## src/rtl/biquad8_pkg.sv

```systemverilog
// Shared types and constants for the biquad coefficient loader.
package biquad8_pkg;

    typedef enum logic [2:0] {
        ST_IDLE,
        ST_FETCH,
        ST_LATCH,
        ST_XFER,
        ST_UPD,
        ST_DONE,
        ST_ERR
    } state_e;

    localparam logic [6:0] OFF_UPD  = 7'h00;
    localparam logic [6:0] OFF_ZERO = 7'h04;
    localparam logic [6:0] OFF_POLE = 7'h10;

    localparam int unsigned MEM_AW = 16;
    localparam int unsigned MEM_DW = 18;
    localparam int unsigned WB_DW  = 32;

endpackage

```

## src/rtl/biquad8_coeff_addr_map.sv

```systemverilog
// Maps a per-channel coefficient index to its register offset inside the filter block.
module biquad8_coeff_addr_map
    import biquad8_pkg::*;
#(
    parameter int unsigned NZERO = 4,
    parameter int unsigned NPOLE = 2
) (
    input  logic [MEM_AW-1:0] k,
    output logic [6:0]        offset_c
);

    logic [MEM_AW-1:0] slot;

    // Zero taps all share one offset; pole taps fill four slots NPOLE words at a time.
    always_comb begin
        slot     = '0;
        offset_c = OFF_ZERO;
        if (k >= MEM_AW'(NZERO)) begin
            slot     = (k - MEM_AW'(NZERO)) / MEM_AW'(NPOLE);
            offset_c = OFF_POLE + 7'(slot << 2);
        end
    end

endmodule

```

## src/rtl/biquad8_coeff_loader.sv

```systemverilog
// Streams one channel's coefficients from RAM into the filter over Wishbone,
// optionally followed by an update write; aborts on bus error or ack timeout.
module biquad8_coeff_loader
    import biquad8_pkg::*;
#(
    parameter int unsigned NZERO   = 4,
    parameter int unsigned NPOLE   = 2,
    parameter int unsigned NCHBITS = 4,
    parameter int unsigned TIMEOUT = 255
) (
    input  logic                 wb_clk_i,
    input  logic                 wb_rstn_i,
    input  logic                 start_i,
    input  logic [NCHBITS-1:0]   ch_i,
    input  logic                 apply_i,
    output logic                 busy_o,
    output logic                 done_o,
    output logic                 err_o,
    output logic [MEM_AW-1:0]    mem_adr_o,
    output logic                 mem_rd_o,
    input  logic [MEM_DW-1:0]    mem_dat_i,
    output logic                 wb_cyc_o,
    output logic                 wb_stb_o,
    output logic                 wb_we_o,
    output logic [NCHBITS+6:0]   wb_adr_o,
    output logic [WB_DW-1:0]     wb_dat_o,
    output logic [3:0]           wb_sel_o,
    input  logic                 wb_ack_i,
    input  logic                 wb_err_i
);

    localparam int unsigned W  = NZERO + 4 * NPOLE;
    localparam int unsigned AW = NCHBITS + 7;
    localparam int unsigned CW = $clog2(TIMEOUT + 1);
    localparam logic [MEM_AW-1:0] W_K = MEM_AW'(W);

    if (NCHBITS >= MEM_AW || W > (32'd1 << (MEM_AW - NCHBITS))) begin : g_bad_w
        $error("coefficient words per channel exceed the per-channel RAM window");
    end
    if (NPOLE == 0 || TIMEOUT == 0) begin : g_bad_param
        $error("NPOLE and TIMEOUT must be non-zero");
    end

    state_e              state_q, state_d;
    logic [MEM_AW-1:0]   k_q, k_d;
    logic [CW-1:0]       cnt_q, cnt_d;
    logic [NCHBITS-1:0]  ch_q, ch_d;
    logic                apply_q, apply_d;
    logic                busy_d, done_d, err_d, mem_rd_d, cyc_d, we_d;
    logic [MEM_AW-1:0]   mem_adr_d;
    logic [AW-1:0]       adr_d;
    logic [WB_DW-1:0]    dat_d;
    logic [3:0]          sel_d;
    logic [6:0]          offset_c;

    biquad8_coeff_addr_map #(
        .NZERO (NZERO),
        .NPOLE (NPOLE)
    ) u_addr_map (
        .k        (k_q),
        .offset_c (offset_c)
    );

    assign wb_stb_o = wb_cyc_o;

    // State and registered outputs.
    always_ff @(posedge wb_clk_i or negedge wb_rstn_i) begin
        if (!wb_rstn_i) begin
            state_q   <= ST_IDLE;
            k_q       <= '0;
            cnt_q     <= '0;
            ch_q      <= '0;
            apply_q   <= 1'b0;
            busy_o    <= 1'b0;
            done_o    <= 1'b0;
            err_o     <= 1'b0;
            mem_rd_o  <= 1'b0;
            mem_adr_o <= '0;
            wb_cyc_o  <= 1'b0;
            wb_we_o   <= 1'b0;
            wb_adr_o  <= '0;
            wb_dat_o  <= '0;
            wb_sel_o  <= '0;
        end else begin
            state_q   <= state_d;
            k_q       <= k_d;
            cnt_q     <= cnt_d;
            ch_q      <= ch_d;
            apply_q   <= apply_d;
            busy_o    <= busy_d;
            done_o    <= done_d;
            err_o     <= err_d;
            mem_rd_o  <= mem_rd_d;
            mem_adr_o <= mem_adr_d;
            wb_cyc_o  <= cyc_d;
            wb_we_o   <= we_d;
            wb_adr_o  <= adr_d;
            wb_dat_o  <= dat_d;
            wb_sel_o  <= sel_d;
        end
    end

    // Next state and next values of the registered outputs.
    always_comb begin
        state_d   = state_q;
        k_d       = k_q;
        cnt_d     = cnt_q;
        ch_d      = ch_q;
        apply_d   = apply_q;
        busy_d    = busy_o;
        done_d    = 1'b0;
        err_d     = 1'b0;
        mem_rd_d  = 1'b0;
        mem_adr_d = mem_adr_o;
        cyc_d     = wb_cyc_o;
        we_d      = wb_we_o;
        adr_d     = wb_adr_o;
        dat_d     = wb_dat_o;
        sel_d     = wb_sel_o;

        case (state_q)
            ST_IDLE: begin
                if (start_i && !busy_o) begin
                    state_d   = ST_FETCH;
                    ch_d      = ch_i;
                    apply_d   = apply_i;
                    k_d       = '0;
                    busy_d    = 1'b1;
                    mem_rd_d  = 1'b1;
                    mem_adr_d = MEM_AW'(ch_i) * W_K;
                end
            end
            ST_FETCH: state_d = ST_LATCH;
            ST_LATCH: begin
                state_d = ST_XFER;
                cnt_d   = '0;
                cyc_d   = 1'b1;
                we_d    = 1'b1;
                sel_d   = 4'hF;
                adr_d   = {ch_q, offset_c};
                dat_d   = WB_DW'(mem_dat_i);
            end
            ST_XFER, ST_UPD: begin
                // The update write is presented one cycle after entering UPD so cyc drops between writes.
                if (!wb_cyc_o) begin
                    cnt_d = '0;
                    cyc_d = 1'b1;
                    we_d  = 1'b1;
                    sel_d = 4'hF;
                    adr_d = {ch_q, OFF_UPD};
                    dat_d = WB_DW'(1);
                end else if (wb_err_i || (!wb_ack_i && cnt_q == CW'(TIMEOUT - 1))) begin
                    state_d = ST_ERR;
                    cnt_d   = '0;
                    cyc_d   = 1'b0;
                    we_d    = 1'b0;
                    sel_d   = '0;
                    busy_d  = 1'b0;
                    err_d   = 1'b1;
                end else if (wb_ack_i) begin
                    cnt_d = '0;
                    cyc_d = 1'b0;
                    we_d  = 1'b0;
                    sel_d = '0;
                    if (state_q == ST_XFER) begin
                        k_d = k_q + 16'd1;
                    end
                    if (state_q == ST_XFER && (k_q + 16'd1) < W_K) begin
                        state_d   = ST_FETCH;
                        mem_rd_d  = 1'b1;
                        mem_adr_d = MEM_AW'(ch_q) * W_K + k_q + 16'd1;
                    end else if (state_q == ST_XFER && apply_q) begin
                        state_d = ST_UPD;
                    end else begin
                        state_d = ST_DONE;
                        busy_d  = 1'b0;
                        done_d  = 1'b1;
                    end
                end else begin
                    cnt_d = cnt_q + CW'(1);
                end
            end
            ST_DONE: state_d = ST_IDLE;
            ST_ERR:  state_d = ST_IDLE;
            default: state_d = ST_IDLE;
        endcase
    end

endmodule

```

## config.mk

```make
export PLATFORM = sky130hd
export DESIGN_NAME = biquad8_coeff_loader
export DESIGN_NICKNAME = d
export VERILOG_FILES = /design/src/rtl/biquad8_pkg.sv /design/src/rtl/biquad8_coeff_addr_map.sv /design/src/rtl/biquad8_coeff_loader.sv
export SDC_FILE = /design/constraint.sdc
export NUM_CORES = 1
export LEC_CHECK = 0
export CORE_MARGIN = 3
export CORE_UTILIZATION = 47
export DETAILED_ROUTE_END_ITERATION = 8
export GPL_ROUTABILITY_DRIVEN = 0
export PLACE_DENSITY = 0.74
export SLEW_MARGIN = 15
export SYNTH_ARGS = -nofsm -noshare
export SYNTH_HDL_FRONTEND = slang
export SYNTH_HIERARCHICAL = 1
export SYNTH_SLANG_ARGS = --single-unit
```

## constraint.sdc

```tcl
create_clock -name wb_clk_i -period 2.9 [get_ports wb_clk_i]
set_input_delay 0.58 -clock wb_clk_i [delete_from_list [all_inputs] [get_ports wb_clk_i]]
set_output_delay 0.58 -clock wb_clk_i [all_outputs]
set_load 0.01 [all_outputs]
```

## Word-level counts from Yosys, hierarchy flattened

Cells that the tools add are included.

- Reduce and logical (&&, ||, !) cells: 18
- Magnitude comparators: 2
- $mul: 2
- $add $sub $neg: 6
- Multiplexer cells: 62
- Equality and inequality tests: 16

Operators by type and width:

| kind | count |
|---|---|
| 16-bit 2-to-1 mux | 10 |
| 16-bit case mux with 2 select lines | 2 |
| 32-bit case mux with 2 select lines | 1 |
| 16-bit by 1-bit adder with 16-bit output, second input constant | 2 |
| 32-bit 2-to-1 mux | 1 |
| 1-bit 2-to-1 mux | 27 |
| 8-bit 2-to-1 mux | 3 |
| 11-bit case mux with 2 select lines | 1 |
| 6-bit AND reduction | 3 |
| 8-bit by 16-bit adder with 16-bit output | 1 |
| 16-bit by 3-bit >= comparator with 1-bit output, second input constant | 1 |
| 16-bit by 4-bit < comparator with 1-bit output, second input constant | 1 |
| 8-bit case mux with 2 select lines | 1 |
| 3-bit 2-to-1 mux | 5 |
| 2-bit != test, second input constant | 7 |
| 4-bit by 2-bit multiplier with 6-bit output, second input constant | 2 |
| 4-bit 2-to-1 mux | 3 |
| 3-bit case mux with 4 select lines | 1 |
| 11-bit 2-to-1 mux | 1 |
| 3-bit != test, second input constant | 3 |
| 8-bit by 1-bit adder with 8-bit output, second input constant | 1 |
| 8-bit equality test, second input constant | 1 |
| 1-bit case mux with 2 select lines | 4 |
| 4-bit case mux with 2 select lines | 1 |
| other kinds (15) | 23 |

- Output and inout port bits: 70
- Logic and storage cells: 121
- Flip-flop bits (word level): 101

## Depth between registers and ports, before layout

Gate-level depths: netlist of run 1.

- Depth in word-level cells: 8
- Mapped depth: 12
- Gate-level depth less buffers: 12

## Cells and area by module

Netlist of run 1, hierarchy kept.

By module, submodules not included:

| module | area an instance (sq um) | instances | seq. area each (sq um) | cells each |
|---|---|---|---|---|
| biquad8_coeff_loader | 4,553.1 | 1 | 2,077.0 | 460 |
| biquad8_coeff_addr_map | 183.9 | 1 | 0.0 | 25 |

## Worst setup path after synthesis of run 1

Ideal clock, no wire load.

- Path type: reg2reg
- Start point: reg ch_q[1]
- End point: reg mem_adr_o[10]
- Cell stages (with the launch flop): 11
- Library setup time: 65 ps
- Period minus slack after synthesis: 2,734 ps
- Data required time: 2,835 ps
- Slack: 166 ps
- Arrival: 2,669 ps
- Cells stage by stage: dfrtp_1 > ha_1 > fa_1 > xnor2_1 > ha_1 > nor2b_1 > a311oi_1 > a211oi_1 > xnor2_1 > nor2_1 > a21o_1

- Word-level cells in the longest chain between the ends: 8

RTL lines:

| what | RTL line | source |
|---|---|---|
| start: declaration | biquad8_coeff_loader.sv:47 | `logic [NCHBITS-1:0] ch_q, ch_d;` |
| start signal: assignment | biquad8_coeff_loader.sv:88 | `ch_q <= ch_d;` |
| 4-bit by 2-bit multiplier with 6-bit output | biquad8_coeff_loader.sv:171 | `mem_adr_d = MEM_AW'(ch_q) * W_K + k_q + 16'd1;` |
| 8-bit by 16-bit adder with 16-bit output | biquad8_coeff_loader.sv:171 |  |
| 16-bit by 1-bit adder with 16-bit output | biquad8_coeff_loader.sv:171 |  |
| 16-bit 2-to-1 mux | biquad8_coeff_loader.sv:168 | `if (state_q == ST_XFER && (k_q + 16'd1) < W_K) begin` |
| 16-bit 2-to-1 mux | biquad8_coeff_loader.sv:160 | `end else if (wb_ack_i) begin` |
| 16-bit 2-to-1 mux | biquad8_coeff_loader.sv:152 | `end else if (wb_err_i \|\| (!wb_ack_i && cnt_q == CW'(TIMEOUT - 1))) begin` |
| 16-bit 2-to-1 mux | biquad8_coeff_loader.sv:145 | `if (!wb_cyc_o) begin` |
| 16-bit case mux with 2 select lines | biquad8_coeff_loader.sv:121 | `case (state_q)` |
| end signal: assignment | biquad8_coeff_loader.sv:94 | `mem_adr_o <= mem_adr_d;` |
| end: declaration | biquad8_coeff_loader.sv:19 | `output logic [MEM_AW-1:0] mem_adr_o,` |

No other way between the ends. The select of a mux whose other input is x is not followed.
A chain may end at the register's enable or synchronous reset.

## Worst setup path after layout of run 1

- Start point: reg ch_q[1]
- End point: reg mem_adr_o[12]

The elaborated chain is that of the path after synthesis.

==> impl_metrics.ini, run 1 <==
[detailed_routing]
drt_iter0_drc = 268
met2WireLength_microns = 5530
vias_per_cell = 5.56
wirelength_microns = 11500
antenna_left = 0
routedLengthMet1_microns = 5240
drc = 0
top_layer = met4
post_drt_wl_per_cell_microns = 16.1
wl_met3_microns = 550
routed-via-count = 3977
dr.pass1.iters = 5

[setup_path]
cp_slowest_cell = dfrtp_2
cpPeakStageDelay_ns = 0.45
crit_top_cell = xnor2_1
critPathArrivalTime_ns = 2.97
required_ns = 3.14
r2r_slack_ns = 0.17
critPathCaptureType = register
cp_num_buf_inv = 1
crit_fanout = 7
cp_cell_sequence = ha_4 -> fa_2 -> xnor2_1 -> ha_1 -> nor2b_1 -> a311oi_1 -> buf_4 -> a211oi_1 -> xnor2_1 -> nor2_4 -> a21o_1
cp_top_family = adder cells
critPathKind = register to register
cp-start-kind = register

[floorplanning]
die-area_sq_um = 11300
io_pins = 98
fp.dieW_microns = 106
die_y_microns = 106
start_util_pct = 48.5
core_sq_um = 9770
row_count = 36

[sta]
setup_violations = 0
fin_tns_setup_ns = 0
rsz0062_at_grt = false
finalCritPeriodShare_pct = 94.2
max_freq_mhz = 366
slew_headroom_pct = 28.7
finalClockSkew_ns = 0.0113
min_period_ns = 2.73
drv_slew = 0
hold_viol = 0
worst_slew_pin_slew_ns = 1.07

[power_and_ir_drop]
p_switching_uw = 2060
vdd_ir_drop_max_v = 0.000643
p_sw_share_pct = 38.0
power_density_nw_per_um2 = 905
p_int_uw = 3370
power.share.sequential_pct = 33.8
clockPowerShare_pct = 16.7
p_comb_share_pct = 49.5
leakagePower_uw = 0.00273

[outcome]
status = finished, final reports clean

[placed_design]
hpwlAfterDp_microns = 8340
placed_cells = 698
port_buffers = 83

[grt]
grt_start_max_net_pins = 44
grt_pass1_vias = 3762
grt_first_pass_wirelength_microns = 18900
grt_overflow = 0
grt_use_total_pct = 20.6
antenna_found_initial = 0

[synthesis]
ys_types = 62
ys_warn_count = 6
yosys_register_bits = 83
synth-edff-count = 0
yosys_most_used_dff = dfrtp_1
mappedNetlistArea_sq_um = 4740
syn-instance-count = 485
avgSynthCellArea_sq_um = 9.77
async_reset_ff_share_pct = 100
seq_area_frac_synth_pct = 43.8

[flow_run]
maxCapViolCount = 0

[cts]
cts.sinks = 83
numCtsBuffers = 9
htreeDepth = 3
cts_tree = yes
clockBufferDepth = 2
cts_root_buf = clkbuf_8
insertion_delay_ns = 0.35
cts_hold_buf = 0
path_clk_slew_ns = 0.08

[final_layout]
finalNetCount = 630
drive_gt1_share_pct = 11.5
fillers = 845
seqCellArea_sq_um = 2080
multiInputGateArea_sq_um = 2450
n_antenna_cell = 0
stdcell_count = 715
area_growth_pct = 26.8

[hold_path]
hold_class = input pin to async pin
==> worst register-to-register path, stage by stage (launching register included) <==
cell      delay (ns)
dfrtp_2         0.45
ha_4            0.18
fa_2            0.34
xnor2_1         0.13
ha_1            0.33
nor2b_1         0.15
a311oi_1        0.23
buf_4           0.18
a211oi_1        0.07
xnor2_1         0.29
nor2_4          0.11
a21o_1          0.17
==> routing by layer <==
metal / track usage, % / vias up
li1: - / 1893
met1: 29.1 / 1960
met2: 31.9 / 112
met3: 4.13 / 12
met4: 6.57 / 0
met5: 0 / -
==> logic make-up after synthesis <==
| kind of cell | after synthesis | share of synthesized area [%] |
|---|---|---|
| flip-flops | 83 | 43.8 |
| buffers and inverters | 55 | 6.44 |
| other | 2 | 0.159 |
| XOR/XNOR | 18 | 3.33 |
| adder cells (fa/ha/maj) | 24 | 6.66 |
| AND/OR/NAND/NOR | 155 | 17.5 |
| AO/OA/AOI/OAI | 137 | 19.5 |
| multiplexers | 11 | 2.56 |
==> area by class of cell <==
cell class	count	area share, %
Inverter	12	0.833
Clock buffer	10	2.12
Multi-Input combinational cell	361	40.8
Sequential cell	83	34.6
Tap cell	133	2.77
Clock inverter	5	1.31
Timing Repair Buffer	111	17.5
==> power groups by stage <==
stage	sequential (uW)	combinational (uW)	clock [uW]
finish	1840	2690	907
floorplan	1870	1490	0
detailed placement	1830	2620	0
global placement	1830	2570	0
global route	1880	2950	980
CTS	1820	2640	924
==> synth_stat cells, types with 2 or more instances <==
cell | n | share of area, %
ha_1 | 22 | 5.8
nor2_1 | 37 | 2.9
mux2i_1 | 2 | 0.42
and4_1 | 3 | 0.55
buf_2 | 6 | 0.63
and2_1 | 8 | 1.1
xnor2_1 | 11 | 2.0
o21ai_1 | 2 | 0.21
nor4_2 | 2 | 0.53
a22o_1 | 24 | 4.4
dfrtp_1 | 83 | 44
inv_1 | 11 | 0.87
a211oi_1 | 3 | 0.48
o311ai_1 | 2 | 0.37
a21boi_0 | 2 | 0.32
o21ai_0 | 43 | 4.5
conb_1 | 2 | 0.16
nor4_1 | 4 | 0.53
a21oi_1 | 22 | 2.3
buf_4 | 21 | 3.3
nand2_1 | 37 | 2.9
xor2_1 | 7 | 1.3
fa_1 | 2 | 0.85
nand3_1 | 19 | 2.0
nand4_1 | 3 | 0.40
a31oi_1 | 2 | 0.26
nor2b_1 | 4 | 0.53
o31ai_1 | 13 | 2.1
mux2_2 | 3 | 0.71
nor3_1 | 9 | 0.95
a21o_1 | 12 | 1.9
and3_1 | 9 | 1.2
nor3b_1 | 2 | 0.32
nand2b_1 | 5 | 0.66
clkbuf_1 | 15 | 1.2
mux2_1 | 6 | 1.4
or3_1 | 2 | 0.26
==> per-stage QoR <==
stage | worst slack (ns) | hold slack (ns) | cell area (sq um) | utilization, % | total power, uW
floorplan | 0.166 | 0.284 | 4790 | - | 3360
global placement | 0.144 | 0.463 | 5740 | 58.7 | 4390
detailed placement | 0.0163 | 0.471 | 5740 | 58.7 | 4450
CTS | 0.114 | 0.236 | 5950 | 60.9 | 5380
global route | 0.00488 | 0.242 | 6010 | 61.4 | 5810
finish | 0.169 | 0.221 | 6010 | 61.4 | 5430
==> sequential cells by signal, summed over array words and instances, names as in the netlist, 3 cells and up <==
register and cells:
wb_dat_o 18, ch_q 4, k_q 16, state_q 3, mem_adr_o 16, wb_adr_o 11
cnt_q 8
==> final timing paths <==
kind	start	to	cells past startpoint
worst max register to register	ch_q[1]	mem_adr_o[12]	11
worst min-delay path	wb_rstn_i	wb_dat_o[9]	1
worst min register to register	cnt_q[7]	cnt_q[7]	1
worst max-delay path	ch_q[1]	mem_adr_o[12]	11
min in group wb_clk_i	cnt_q[7]	cnt_q[7]	1
max in group asynchronous	wb_rstn_i	k_q[0]	2
==> placed cells by master, fill, tap and decap left out, drive strengths merged, types with 10 or more instances in the layout <==
cell type,instances
a21o,12
a21oi,22
a22o,24
and2,10
buf,29
clkbuf,10
clkdlybuf4s50,82
conb,16
dfrtp,83
ha,22
inv,12
nand2,37
nand3,20
nor2,37
nor3,10
o21ai,45
o31ai,13
xnor2,11
==> what timing repair did <==
| action | CTS | global route |
|---|---|---|
| resized for setup | 1 | 11 |
| endpoints found under the setup margin | 1 | 13 |
| pin swaps | 0 | 6 |
| buffers inserted | 0 | 2 |
Note: power is estimated with default switching activity, not from simulation.
==> run 2: changes to the inputs <==
- CAP_MARGIN: unset -> 20
==> run 2 against run 1 <==
Fmax fell by 0.27%. First-iteration DRC count grew 2.2%. Hold slack hardly changed. Clock power about the same. Worst setup slack worse by 0.0073 ns. Combinational power hardly changed. Final cell count increased by 0.14%. Sequential cell count unchanged. Global-route usage did not move. Critical path type unchanged. Sequential share of layout area hardly changed.
==> impl_metrics.ini, run 2 (synthesis gave the netlist of run 1 again) <==
[setup_path]
critPathArrivalTime_ns = 2.98
cp-start-kind = register
r2r_cells = 11
critPathKind = register to register
required_ns = 3.14
crit_fanout = 7
critPathCaptureType = register

[final_layout]
drive_gt1_share_pct = 11.7
n_antenna_cell = 0
reg_top3 = wb_dat_o (18), k_q (16), mem_adr_o (16)
layout_commonest_cell = clkdlybuf4s50_1
largest_reg_flops = 18
finalNetCount = 631
stdcell_count = 716
regMostFlops = wb_dat_o
most-common-layout-cells = clkdlybuf4s50_1 (82), dfrtp_1 (80), o21ai_0 (43)
area_growth_pct = 26.9

[grt]
grt_start_max_net_pins = 44
grt_first_pass_wirelength_microns = 18900
grt_use_total_pct = 20.6
grt.busiest_layer = met2
grtUsageMet3_pct = 4.13
gr-usage-met1_pct = 29.1
antenna_found_initial = 0
met2_usage_pct = 31.9
grt_pass1_vias = 3762
grt_overflow = 0

[floorplanning]
die_y_microns = 106
row_count = 36
die-area_sq_um = 11300
fp.dieW_microns = 106
core_sq_um = 9770
io_pins = 98
start_util_pct = 48.5

[hold_path]
hold_class = input pin to async pin

[cts]
numCtsBuffers = 9
cts_root_buf = clkbuf_8
clockBufferDepth = 2
htreeDepth = 3
path_clk_slew_ns = 0.08
cts.sinks = 83
cts_tree = yes
insertion_delay_ns = 0.35
cts_hold_buf = 0

[sta]
drv_slew = 0
max_freq_mhz = 365
setup_violations = 0
worst_slew_pin_slew_ns = 0.592
min_period_ns = 2.74
finalCritPeriodShare_pct = 94.4
slew_headroom_pct = 59.9
fin_tns_setup_ns = 0
finalClockSkew_ns = 0.00941
hold_viol = 0
rsz0062_at_grt = false

[flow_run]
maxCapViolCount = 0

[power_and_ir_drop]
total_power_uw = 5450
leakagePower_uw = 0.00273
power_density_nw_per_um2 = 906
vdd_ir_drop_max_v = 0.000642

[detailed_routing]
routed-via-count = 3997
drc = 0
wirelength_microns = 11500
dr.pass1.iters = 5
drt_iter0_drc = 274
antenna_left = 0
vias_per_cell = 5.58
post_drt_wl_per_cell_microns = 16.1

[placed_design]
port_buffers = 83
hpwlAfterDp_microns = 8340
placed_cells = 698

[outcome]
status = finished, final reports clean
==> run 2: final cells by class <==
cell class	instances	area (sq um)
clock buffers	10	128
clock inverters	5	78.8
fillers	846	3760
inverters	12	50.0
multi-input cells	361	2450
flip-flops and latches	83	2080
well taps	133	166
repair buffers	112	1060
==> run 2: path summary, 6_finish.rpt <==
check                                from             to  slack (ns)
worst min-delay path            wb_rstn_i    wb_dat_o[9]        0.22
max in group asynchronous       wb_rstn_i         k_q[0]        2.04
worst max-delay path              ch_q[1]  mem_adr_o[12]        0.16
worst max register to register    ch_q[1]  mem_adr_o[12]        0.16
min in group wb_clk_i            cnt_q[7]       cnt_q[7]        0.48
worst min register to register   cnt_q[7]       cnt_q[7]        0.48
==> run 2: worst max-delay path: stages, from the launching register on <==
cell and delay, ns:
dfrtp_2 0.45, ha_4 0.18, fa_2 0.34, xnor2_1 0.13
ha_1 0.33, nor2b_1 0.15, a311oi_1 0.23, buf_4 0.18
a211oi_1 0.07, xnor2_1 0.30, nor2_4 0.11, a21o_1 0.17
==> run 2: stage by stage <==
step	util (%)	instance area [sq um]	hold slack [ns]	setup slack [ns]
after floorplan	-	4790	0.284	0.166
after global placement	58.7	5740	0.463	0.144
after detailed placement	58.7	5740	0.471	0.0163
after CTS	60.9	5950	0.236	0.114
after global routing	61.5	6010	0.242	0.00488
final	61.5	6010	0.221	0.161
==> run 2: what timing repair did <==
action / in CTS / in global routing
endpoints found under the hold margin: 0 / 0
gates resized for setup: 1 / 11
buffers inserted: 0 / 2
pin swaps: 0 / 6
endpoints found under the setup margin: 1 / 13
==> run 2: where the power goes <==
part           internal [uW]  switching [uW]
combinational           1380            1320
clock                    480             429
sequential              1510             322
==> run 2: per-layer routing <==
layer  up-vias  wire (microns)
met5         -               0
met4         0             165
met3        14             613
met2       115            5530
met1      1969            5230
li1       1899               -
